**config.mk**
```make
export PLATFORM = sky130hd
export DESIGN_NAME = aer_event_encoder
export DESIGN_NICKNAME = d
export VERILOG_FILES = /design/src/rtl/aer_event_encoder.sv
export SDC_FILE = /design/constraint.sdc
export NUM_CORES = 1
export LEC_CHECK = 0
export CAP_MARGIN = 20
export CORE_MARGIN = 3
export CORE_UTILIZATION = 50
export CTS_BUF_LIST = sky130_fd_sc_hd__clkbuf_4 sky130_fd_sc_hd__clkbuf_8
export DETAILED_ROUTE_END_ITERATION = 10
export PLACE_DENSITY_LB_ADDON = 0.05
export SYNTH_ARGS = -nofsm -noshare
export SYNTH_HDL_FRONTEND = slang
export SYNTH_SLANG_ARGS = --single-unit
```
**constraint.sdc**
```tcl
create_clock -name clk -period 6.53 [get_ports clk]
set_input_delay 1.306 -clock clk [delete_from_list [all_inputs] [get_ports clk]]
set_output_delay 1.306 -clock clk [all_outputs]
set_load 0.01 [all_outputs]
```
**src/rtl/aer_event_encoder.sv**
```systemverilog
// AER event encoder: timestamps accepted spikes and queues them with
// timestep-boundary marker words in a first-word-fall-through FIFO.
//
// Ports:
//   clk, rst          clock, synchronous active-high reset
//   spike_in, addr_in spike request and neuron address from the handler
//   ack_out           combinational accept back to the handler
//   tick              one-cycle timestep strobe
//   ev_valid/ev_ready/ev_data  output event stream (valid/ready)
//   level             FIFO occupancy
//   ts_now            current timestep
//   marker_lost       sticky: a marker had to be discarded
module aer_event_encoder #(
    parameter int ADDR_W = 4,
    parameter int TS_W   = 8,
    parameter int DEPTH  = 4,
    localparam int W     = 1 + TS_W + ADDR_W,
    localparam int LW    = $clog2(DEPTH) + 1
) (
    input  logic              clk,
    input  logic              rst,
    input  logic              spike_in,
    input  logic [ADDR_W-1:0] addr_in,
    output logic              ack_out,
    input  logic              tick,
    output logic              ev_valid,
    input  logic              ev_ready,
    output logic [W-1:0]      ev_data,
    output logic [LW-1:0]     level,
    output logic [TS_W-1:0]   ts_now,
    output logic              marker_lost
);

    localparam int PW = $clog2(DEPTH);

    logic [W-1:0]      mem [DEPTH];
    logic [PW-1:0]     wr_ptr_q, wr_ptr_d;
    logic [PW-1:0]     rd_ptr_q, rd_ptr_d;
    logic [LW-1:0]     level_q, level_d;
    logic [TS_W-1:0]   ts_q, ts_d;
    logic              mk_pend_q, mk_pend_d;
    logic [TS_W-1:0]   mk_ts_q, mk_ts_d;
    logic              lost_q, lost_d;

    logic              full;
    logic              pop;
    logic              push;
    logic [W-1:0]      wdata;

    always_comb begin
        full    = (level_q == LW'(DEPTH));
        pop     = (level_q != '0) & ev_ready;
        ack_out = spike_in & ~full & ~mk_pend_q & ~tick & ~rst;

        push      = 1'b0;
        wdata     = {1'b0, ts_q, addr_in};
        mk_pend_d = mk_pend_q;
        mk_ts_d   = mk_ts_q;
        lost_d    = lost_q;
        ts_d      = tick ? ts_q + TS_W'(1) : ts_q;

        if (mk_pend_q) begin
            if (!full) begin
                push  = 1'b1;
                wdata = {1'b1, mk_ts_q, {ADDR_W{1'b0}}};
                // A tick in the same cycle queues behind the marker
                // that is leaving now, so nothing is lost.
                mk_pend_d = tick;
                if (tick) begin
                    mk_ts_d = ts_q;
                end
            end else if (tick) begin
                lost_d = 1'b1;
            end
        end else if (tick) begin
            if (!full) begin
                push  = 1'b1;
                wdata = {1'b1, ts_q, {ADDR_W{1'b0}}};
            end else begin
                mk_pend_d = 1'b1;
                mk_ts_d   = ts_q;
            end
        end else if (ack_out) begin
            push = 1'b1;
        end

        wr_ptr_d = push ? wr_ptr_q + PW'(1) : wr_ptr_q;
        rd_ptr_d = pop ? rd_ptr_q + PW'(1) : rd_ptr_q;

        level_d = level_q;
        if (push && !pop) begin
            level_d = level_q + LW'(1);
        end else if (pop && !push) begin
            level_d = level_q - LW'(1);
        end
    end

    always_ff @(posedge clk) begin
        if (rst) begin
            wr_ptr_q  <= '0;
            rd_ptr_q  <= '0;
            level_q   <= '0;
            ts_q      <= '0;
            mk_pend_q <= 1'b0;
            mk_ts_q   <= '0;
            lost_q    <= 1'b0;
        end else begin
            wr_ptr_q  <= wr_ptr_d;
            rd_ptr_q  <= rd_ptr_d;
            level_q   <= level_d;
            ts_q      <= ts_d;
            mk_pend_q <= mk_pend_d;
            mk_ts_q   <= mk_ts_d;
            lost_q    <= lost_d;
        end
    end

    // Storage is deliberately not reset.
    always_ff @(posedge clk) begin
        if (push && !rst) begin
            mem[wr_ptr_q] <= wdata;
        end
    end

    assign ev_valid    = (level_q != '0);
    assign ev_data     = mem[rd_ptr_q];
    assign level       = level_q;
    assign ts_now      = ts_q;
    assign marker_lost = lost_q;

endmodule

```
==> results.yml, run 1 <==
critical_path:
  worst_setup_path_start_kind: "primary input"
  crit_family: "buffers and inverters"
  crit_arrival_ns: 2.89
  path_depth: 3
  crit_fanout: 13
  reg2reg_depth: 7
  critical_path_class: "primary input to output pin"
  crit_path_end_kind: "output pin"
  required_ns: 5.22
  cpMostUsedCell: "clkdlybuf4s50_1"
  path_cells: "clkdlybuf4s50_1 -> nor4_1 -> clkdlybuf4s50_1"
  crit_buf_inv: 2
  cpPeakStageDelay_ns: 0.64
  worst_path_max_delay_cell: "clkdlybuf4s50_1"
yosys:
  synth_edf_count: 52
  synth-seq-cells: 79
  async_flop_share_pct: 0
  syn_inst: 219
  synth_top_family_by_area: "multiplexers"
  synth_nets: 235
  syn_area_um2: 3300
  synth.distinct_cells: 38
  ys_warn_count: 0
  synthXorXnorAreaFrac_pct: 2.12
  muxShareOfSynthArea_pct: 15.3
  syn_area_per_cell_um2: 15.1
  synth_seq_area_share_pct: 63.6
  synth-adder-area-share_pct: 2.88
  synth-compound-area-share_pct: 3.26
  synthFlopType: "edfxtp_1"
  synth_simple_gate_area_share_pct: 10.6
timing:
  post-route-period-util_pct: 64.2
  setup_viol: 0
  slew_headroom_pct: 41.3
  finalMaxSlewViolations: 0
  tightestPinTransition_ns: 0.880
  skew_ns: 0.00476
  fmax_mhz: 239
  rsz0062_at_grt: "false"
  hold_viol_final: 0
  finalSetupTns_ns: 0
  fin_crit_ns: 4.19
grt:
  grt_max_degree: 37
  grt_use_total_pct: 14.9
  grt_pass1_wl_um: 8660
  grt_pass1_vias: 1788
  antenna_found_initial: 0
  overflow: 0
clocking:
  htree_levels: 3
  clockRootBuffer: "clkbuf_8"
  postCtsHoldBufs: 0
  clk_pin_slew_ns: 0.07
  clock_latency_ns: 0.32
  ctsResizeCount: 0
  postCtsSetupRepairBufs: 0
  numCtsBuffers: 9
  tritoncts: "done"
  clock_path_buffers: 2
  clock-sinks: 79
layout:
  fin_cells: 334
  final_core_util_pct: 63.6
  drive_above_1_share_pct: 15.4
  area_growth_syn_to_layout_pct: 18.7
  nets: 271
  antenna_cells: 0
  final_cell_mix: "edfxtp_1, clkdlybuf4s50_1, dfxtp_1"
  final_common_cell: "edfxtp_1"
die:
  core_area_um2: 6170
  fp.dieH_um: 87.3
  die_area_um2: 7620
  start_util_pct: 53.6
  io_pins: 36
  rows: 28
  die_w_um: 87.3
detailed_routing:
  drtAntennaViolNets: 0
  routed_wirelength_um: 5100
  drt-initial-drc-count: 60
  via_per_inst: 5.28
  first_pass_iters: 4
  wl_per_cell_um: 15.3
  drc: 0
  vias: 1764
power_and_ir_drop:
  ir_drop_mv: 0.254
  powerDensity_nw_per_um2: 358
  leakage_nw: 1.34
placed_design:
  place_congestion: 0.645
  place.detailed.hpwl_um: 3360
  portBuffers: 35
  dp.cells: 319
hold_path:
  hp-class: "flip-flop to flip-flop"
  hold_depth: 2
status:
  status: "complete, no violations"
flow_run:
  cap_violations: 0
-- stage by stage --
step                hold slack (ns)  power [mW]  setup slack, ns  instance area [µm²]
global route                  0.502        1.48             2.25                 3920
CTS                           0.477        1.43             2.32                 3920
finish                        0.475        1.41             2.34                 3920
floorplan                     0.446       0.878             3.27                 3300
detailed placement            0.461        1.01             2.34                 3690
global placement              0.457        1.01             2.34                 3690
-- worst register-to-register path, delay by kind of cell (launching register included) --
family	cells	cell delay, ns
buf+inv	1	0.06
simple gates	1	0.30
xor+xnor	1	0.15
flops	1	0.41
compound gates	2	0.56
fa+ha+maj	2	0.62
-- per-layer routing --
metal	track usage, %	wire length (µm)	up-vias	share of wire, %
met5	0	0	-	0
li1	-	-	881	-
met1	20.9	2510	842	49
met3	3.31	167	5	3.3
met4	6.28	42	0	0.82
met2	22.5	2380	36	47
-- flip-flops by register name (all words and copies together) (netlist names), named ones only --
name and flops:
level 3, marker_lost 1, mem 52, mk_pend_q 1
mk_ts_q 8, rd_ptr_q 2, ts_now 8, wr_ptr_q 2
-- path summary, 6_finish.rpt --
| path | endpoint | startpoint | slack, ns |
|---|---|---|---|
| worst max register to register | level[2]$_SDFFE_PP0P_ | level[0]$_SDFFE_PP0P_ | 4.36 |
| worst max-delay path | ack_out | tick | 2.34 |
| worst min-delay path | mk_ts_q[0]$_SDFFE_PP0P_ | mk_ts_q[0]$_SDFFE_PP0P_ | 0.48 |
| worst min register to register | mk_ts_q[0]$_SDFFE_PP0P_ | mk_ts_q[0]$_SDFFE_PP0P_ | 0.48 |
-- power breakdown --
part | internal (mW) | total [mW] | switching (mW)
combinational | 0.201 | 0.343 | 0.142
sequential | 0.596 | 0.653 | 0.0566
clock | 0.254 | 0.409 | 0.156
-- area by class of cell --
type                       count  area (µm²)
fill                         491        2240
sequential                    79        2100
multi-input combinational    126        1130
timing repair buffer          36         358
clock buffer                  10         131
clock inverter                 5        97.6
tap                           75        93.8
inverter                       3        11.3
-- Yosys cell counts (2+ instances only) --
library cell | count | area [µm²]
nor2b_1 | 5 | 31.3
buf_4 | 3 | 22.5
nand4_1 | 2 | 12.5
or3_1 | 4 | 25.0
nor3_1 | 2 | 10.0
dfxtp_1 | 27 | 541
inv_1 | 3 | 11.3
edfxtp_1 | 52 | 1560
and2_1 | 5 | 31.3
nand2b_1 | 17 | 106
a21oi_1 | 7 | 35.0
xor2_1 | 7 | 61.3
clkbuf_1 | 3 | 11.3
nor2_1 | 13 | 48.8
mux2_2 | 9 | 101
ha_1 | 6 | 75.1
mux2i_1 | 11 | 110
o31ai_1 | 2 | 15.0
o21ai_0 | 5 | 25.0
mux4_2 | 13 | 293
nand2_1 | 4 | 15.0
buf_2 | 3 | 15.0
-- cell families after synthesis --
group | count (synthesis)
AND/OR/NAND/NOR | 60
AO/OA/AOI/OAI | 18
XOR/XNOR | 8
adder cells (fa/ha/maj) | 7
buffers and inverters | 14
multiplexers | 33
flip-flops | 79
Note: power is estimated with default switching activity, not from simulation.
==> run 2, diff against run 1 <==
Clock period 6.53 ns to 4.3 ns, I/O delays scaled along.
==> results.yml, run 2 (synthesis results as in run 1) <==
status:
  status: "complete, no violations"
timing:
  fmax_mhz: 300
  rsz0062_at_grt: "false"
  post-route-period-util_pct: 77.5
  fin_crit_ns: 3.33
  setup_viol: 0
  slew_headroom_pct: 41.9
  tightestPinTransition_ns: 0.871
  hold_viol_final: 0
  finalWorstSetupSlack_ns: 0.970
  skew_ns: 0.0104
  finalMaxSlewViolations: 0
  finalSetupTns_ns: 0
grt:
  grt_max_degree: 36
  grt_pass1_vias: 1821
  grt_use_total_pct: 15.8
  antenna_found_initial: 0
  grt_pass1_wl_um: 8970
  overflow: 0
power_and_ir_drop:
  leakage_nw: 1.33
  ir_drop_mv: 0.362
  clkPwrFrac_pct: 25.8
  powerDensity_nw_per_um2: 526
  p_sw_share_pct: 27.4
  power.internal_mw: 1.48
  finalPower_mw: 2.04
  pwr-share-comb_pct: 25.7
  seqPwrFrac_pct: 48.5
  switching_power_mw: 0.561
clocking:
  clock-sinks: 79
  htree_levels: 3
  clock_path_buffers: 2
  clk_pin_slew_ns: 0.07
  postCtsHoldBufs: 0
  ctsResizeCount: 0
  clock_latency_ns: 0.34
  postCtsSetupRepairBufs: 0
  tritoncts: "done"
  clockRootBuffer: "clkbuf_8"
  numCtsBuffers: 9
detailed_routing:
  routed_wirelength_um: 5310
  drc: 0
  wl_per_cell_um: 15.8
  drtAntennaViolNets: 0
  vias: 1760
  via_per_inst: 5.25
  drt-initial-drc-count: 87
  first_pass_iters: 4
die:
  die_area_um2: 7620
  core_area_um2: 6170
  fp.dieH_um: 87.3
  die_w_um: 87.3
  io_pins: 36
  rows: 28
  start_util_pct: 53.6
layout:
  antenna_cells: 0
  nets: 271
  drive_above_1_share_pct: 16.2
  final_core_util_pct: 63.0
  final_common_cell: "edfxtp_1"
  area_growth_syn_to_layout_pct: 17.6
  largest_reg_flops: 52
  n_fill_cell: 475
  final_cell_mix: "edfxtp_1, clkdlybuf4s50_1, dfxtp_1"
  largest-register: "mem"
placed_design:
  pre_cts_ws_ns: 0.979
  place.detailed.hpwl_um: 3400
  portBuffers: 35
  place_congestion: 0.699
flow_run:
  cap_violations: 0
critical_path:
  crit_fanout: 13
  required_ns: 3.44
  crit_arrival_ns: 2.47
  path_cells: "clkdlybuf4s50_1 -> nor4_1 -> clkdlybuf4s50_1"
  critical_path_class: "primary input to output pin"
  worst_path_max_delay_cell: "clkdlybuf4s50_1"
  cpPeakStageDelay_ns: 0.64
  crit_path_end_kind: "output pin"
  cpMostUsedCell: "clkdlybuf4s50_1"
  worst_setup_path_start_kind: "primary input"
hold_path:
  hp-class: "flip-flop to flip-flop"
-- run 2: worst paths after layout --
path	startpoint	end	slack, ns	depth (start not counted)
max reg2reg	level[0]$_SDFFE_PP0P_	level[2]$_SDFFE_PP0P_	2.09	7
min	mk_ts_q[1]$_SDFFE_PP0P_	mk_ts_q[1]$_SDFFE_PP0P_	0.47	2
max	tick	ack_out	0.97	3
min reg2reg	mk_ts_q[1]$_SDFFE_PP0P_	mk_ts_q[1]$_SDFFE_PP0P_	0.47	2
-- run 2: power groups by stage --
stage	Sequential (mW)	Clock, mW	Combinational [mW]
final	0.991	0.528	0.525
after global routing	1.01	0.579	0.577
after CTS	0.996	0.544	0.535
after detailed placement	1.01	0	0.532
after global placement	1.01	0	0.527
after floorplan	0.972	0	0.362
-- run 2: metal layers --
layer / global-route usage, % / share of wire, % / routed length (µm)
met4: 8.37 / 1.5 / 82
met1: 21.5 / 48 / 2550
met2: 23.5 / 46 / 2420
met5: 0 / 0 / 0
met3: 3.69 / 4.7 / 252
-- run 2: final cells by class --
cell class,count,area (µm²),area share (%)
clock buffers,10,131,3.38
clock inverters,6,61.3,1.58
inverters,3,11.3,0.290
multi-input cells,126,1130,29.0
flip-flops and latches,79,2100,54.1
well taps,75,93.8,2.42
repair buffers,36,358,9.21
-- run 2: critical path: cells and delay by family --
family | cells | cell delay, ns
simple gates | 1 | 0.38
buf+inv | 2 | 1.23
-- run 2: stage by stage --
stage | hold slack (ns) | cells | cell area, µm²
6_report | 0.475 | 335 | 3880
5_1_grt | 0.503 | 335 | 3880
4_1_cts | 0.476 | 335 | 3880
3_5_place_dp | 0.463 | 319 | 3690
3_3_place_gp | 0.457 | 319 | 3690
2_1_floorplan | 0.446 | 219 | 3300
